File: config.mk
export PLATFORM = sky130hd
export DESIGN_NAME = cpu_pc_gen
export DESIGN_NICKNAME = d
export VERILOG_FILES = /design/src/rtl/cpu_pc_gen.sv
export SDC_FILE = /design/constraint.sdc
export NUM_CORES = 1
export LEC_CHECK = 0
export ABC_AREA = 1
export ABC_CLOCK_PERIOD_IN_PS = 2500
export BUFFER_PORTS_ARGS = -buffer_cell sky130_fd_sc_hd__buf_2
export CAP_MARGIN = 20
export CORE_UTILIZATION = 35
export DETAILED_ROUTE_END_ITERATION = 8
export PLACE_DENSITY = 0.63
export SLEW_MARGIN = 20
export SYNTH_ARGS = -nofsm -noshare
export SYNTH_HDL_FRONTEND = slang
export SYNTH_SLANG_ARGS = --single-unit
File: constraint.sdc
create_clock -name clk -period 2.5 [get_ports clk]
set_clock_uncertainty 0.05 [all_clocks]
set_input_delay 0.25 -clock clk [delete_from_list [all_inputs] [get_ports clk]]
set_output_delay 0.25 -clock clk [all_outputs]
set_load 0.01 [all_outputs]
File: src/rtl/cpu_pc_gen.sv
// Program-counter generator feeding the fetch stage: sequential advance, branch/flush redirects,
// stall freeze with a one-entry redirect buffer. Optional fetch counter via CPU_PC_FETCH_COUNT_EN.
module cpu_pc_gen #(
   parameter logic [31:0] RESET_VECTOR      = 32'hBFC0_0000,
   parameter int unsigned EXCEPT_PRIO_FLUSH = 1
) (
   input  logic        clk,
   input  logic        rst,
   input  logic        stall,
   input  logic        flush,
   input  logic [31:0] flush_pc,
   input  logic        branch_taken,
   input  logic [31:0] branch_target,
`ifdef CPU_PC_FETCH_COUNT_EN
   output logic [31:0] fetch_count,
`endif
   output logic [31:0] pc,
   output logic        pc_ce
);

   localparam bit FLUSH_OVER_STALL = (EXCEPT_PRIO_FLUSH != 0);

   logic        pend_valid;
   logic [31:0] pend_pc;
   logic        flush_now;
   logic        redirect_held;

   assign flush_now     = flush && (!stall || FLUSH_OVER_STALL);
   assign redirect_held = branch_taken || flush;

   // The first edge out of reset only raises pc_ce, so RESET_VECTOR is the first address fetched.
   always_ff @(posedge clk) begin
      if (rst) begin
         pc         <= RESET_VECTOR;
         pc_ce      <= 1'b0;
         pend_valid <= 1'b0;
         pend_pc    <= '0;
      end else if (!pc_ce) begin
         pc_ce <= 1'b1;
      end else if (flush_now) begin
         pc         <= flush_pc;
         pend_valid <= 1'b0;
      end else if (stall) begin
         if (redirect_held) begin
            pend_pc    <= flush ? flush_pc : branch_target;
            pend_valid <= 1'b1;
         end
      end else if (pend_valid) begin
         pc         <= branch_taken ? branch_target : pend_pc;
         pend_valid <= 1'b0;
      end else if (branch_taken) begin
         pc <= branch_target;
      end else begin
         pc <= pc + 32'd4;
      end
   end

`ifdef CPU_PC_FETCH_COUNT_EN
   always_ff @(posedge clk) begin
      if (rst) begin
         fetch_count <= '0;
      end else if (pc_ce && !stall) begin
         fetch_count <= fetch_count + 32'd1;
      end
   end
`endif

endmodule

==> impl_results.md <==
* Status: finished, final reports clean
* Slew Viols, Final at 0
* Final Hold Fails at 0
* Share of cells above drive strength 1 at 22.6%
* # diodes at 0
* Ports at 102
* CTS tree: built
* Clock latency at the later pin of the worst-skew pair at 0.33 ns
* Syn Nets at ~700
* DRC Markers at 0
* CP Capture Type: register
* Antenna violations before repair at 0
* MaxCap Viol Count at 0
* Number of synthesized register bits at 66
* CTS-repair resized insts at 0
* Root Driver: clkbuf_16
* FF-to-FF path depth at 12
* Hold_buf cts at 0
* Vias at 4469
* Detailed Place HPWL at 9.52 mm
* Die height at approximately 110 microns
* Critical path type: reg2reg
* Cells after synthesis at 633
* Syn Area/Cell at between 6 and 7 sq um
* Core area at ~0.011 sq mm
* Min-Delay Path Class: in2reg
* Initial core utilization at around 36%
* Vias in the first global route at around 4200
* Final layout net count at 791
* Peak supply drop at around 0.28 mV
* Sum of negative setup slack at 0 ns
* Most used cell, CP: nand2_1
* Required time worst endpoint at about 2.7 ns
* Commonest non-fill, non-tap cell in the layout: nand2_1
* Wirelength per Cell at around 15 microns
* P_leak at between 2 and 2.5 nW
* Largest net degree at the start of global routing at 62
* Synth Flop Type: dfxtp_1
* Crit path time final at 1.89 ns
* Width of the die at ~110 microns
* CP arrival at 2.05 ns
* Max clock buf depth at 2
* Worst Tran Pin Value at roughly 0.92 ns
* ANT nets after route at 0
* Commonest non-fill, non-tap cells in the layout: 142 x nand2_1, 101 x buf_2, 70 x nor2_1, 69 x a21oi_1, 66 x dfxtp_1
* Synth cell types at 39
* Yosys warnings at 0
* Clock-pin slew on the worst setup and hold paths at 0.06 ns
* Max-slew headroom at 38.1%
* Fmax at 528 MHz
* # setup viols final at 0
* Post-Syn Area at ~0.0041 sq mm
* Sequential share of the synthesized area at 32.1%
* Drt pass-1 iters at 5
* Dpl cells at 853
* Finished Layout Cells at a little under 900
* RSZ-0062 raised after global routing: no
* CP peak stage delay at 0.41 ns
* Total GRT Usage at about a fifth
* CP Launch Type: register
* Slowest CP cell: dfxtp_1
* Final wirelength at around 13 mm
* Port buffer count at just over 100
* Die area at ~0.012 sq mm
* Post-synth EDFFs at 0
* Fraction of registers with async set or reset after synthesis at 0%
* Fin crit share at 75.7%
* Cts bufs inserted at 9
* CTS H-tree depth at 3
* Worst-path cell chain: ha_1 > nand3_1 > nor2_2 > nand3_1 > nand2_1 > nand2_1 > nand2_1 > nand2_1 > nand2_1 > nand2_1 > nand2_1 > a21oi_1
* Worst-path fanout max at 5
* Postcts setup bufs at 0
* # clock sinks at 66
* Initial detailed-routing violation count at 275
* Area Growth Syn to Fin at 22.1%
* Routed vias/inst at between 5 and 6
* Pwr/cell area at about 600 mW/mm^2
* Grt ovf at 0
* Gpl congestion at 0.829
* # rows at 39
* First-pass GRT wire length at about 21 mm
* Hold Path Stages at 3
==> worst max-delay path: cells and delay by family, from the launching register on <==
family          cells  cell delay (ns)
flops               1             0.41
fa+ha+maj           1             0.29
compound gates      1             0.06
simple gates       10             0.94
==> power breakdown <==
part	switching, W	internal (W)
logic	0.000273	0.000187
clock network	0.000481	0.000901
registers	0.0000714	0.00111
total	0.000826	0.00220
==> flip-flops by register name (all words and copies together) (netlist names) <==
name,count
pend_valid,1
pc_ce,1
pend_pc,32
pc,32
==> layout make-up <==
class | instances | area (sq um)
Clock buffer | 12 | 246
Clock inverter | 4 | 75.1
Fill cell | 1244 | 6390
Inverter | 64 | 240
Multi-Input combinational cell | 468 | 2360
Sequential cell | 66 | 1320
Tap cell | 143 | 179
Timing Repair Buffer | 112 | 601
==> cell usage after synthesis, types with 9 or more instances <==
cell / n / area [sq um]
nand2_1: 142 / 533
nor2_1: 70 / 263
a21oi_1: 69 / 345
dfxtp_1: 66 / 1320
inv_1: 59 / 221
o21ai_0: 55 / 275
nand3_1: 25 / 125
buf_2: 15 / 75.1
clkbuf_1: 12 / 45.0
a221oi_1: 10 / 87.6
nor2_2: 9 / 56.3
==> worst paths after layout <==
path | start | end | slack (ns)
hold reg to reg | pend_pc[6]$_SDFFE_PP0P_ | pend_pc[6]$_SDFFE_PP0P_ | 0.39
setup reg to reg | pc[3]$_SDFFE_PP0P_ | pc[16]$_SDFFE_PP0P_ | 0.61
setup / recovery | pc[3]$_SDFFE_PP0P_ | pc[16]$_SDFFE_PP0P_ | 0.61
hold / removal | flush_pc[23] | pc[23]$_SDFFE_PP1P_ | 0.16
==> cell families (layout without fill, tap and decap cells) <==
kind of cell | count (synthesis) | after routing | synth area share, %
xor+xnor | 14 | 14 | 2.98
fa+ha+maj | 1 | 1 | 0.304
flops | 66 | 66 | 32.1
compound gates | 175 | 175 | 24.3
simple gates | 278 | 278 | 29.8
buf+inv | 99 | 192 | 10.5
==> stage by stage <==
step           worst slack (ns)  hold slack, ns  power (W)  instance area [sq um]  utilization (%)
6_report                  0.606           0.157    0.00302                   5020             44.0
5_1_grt                   0.391           0.171    0.00316                   5020             44.0
4_1_cts                   0.606           0.157    0.00304                   5020             44.0
3_5_place_dp              0.634           0.388    0.00166                   4700             41.2
3_3_place_gp              0.611           0.383    0.00165                   4700             41.2
2_1_floorplan             0.838           0.372    0.00148                   4120                -
==> layer usage <==
| layer | share of wire [%] | track usage [%] | routed length, microns |
|---|---|---|---|
| met5 | 0 | 0 | 0 |
| met4 | 0.93 | 6.49 | 119 |
| met3 | 5.5 | 3.57 | 711 |
| met2 | 46 | 34.1 | 5870 |
| met1 | 48 | 29.3 | 6150 |
No activity file was read; power rests on OpenSTA's default activity.
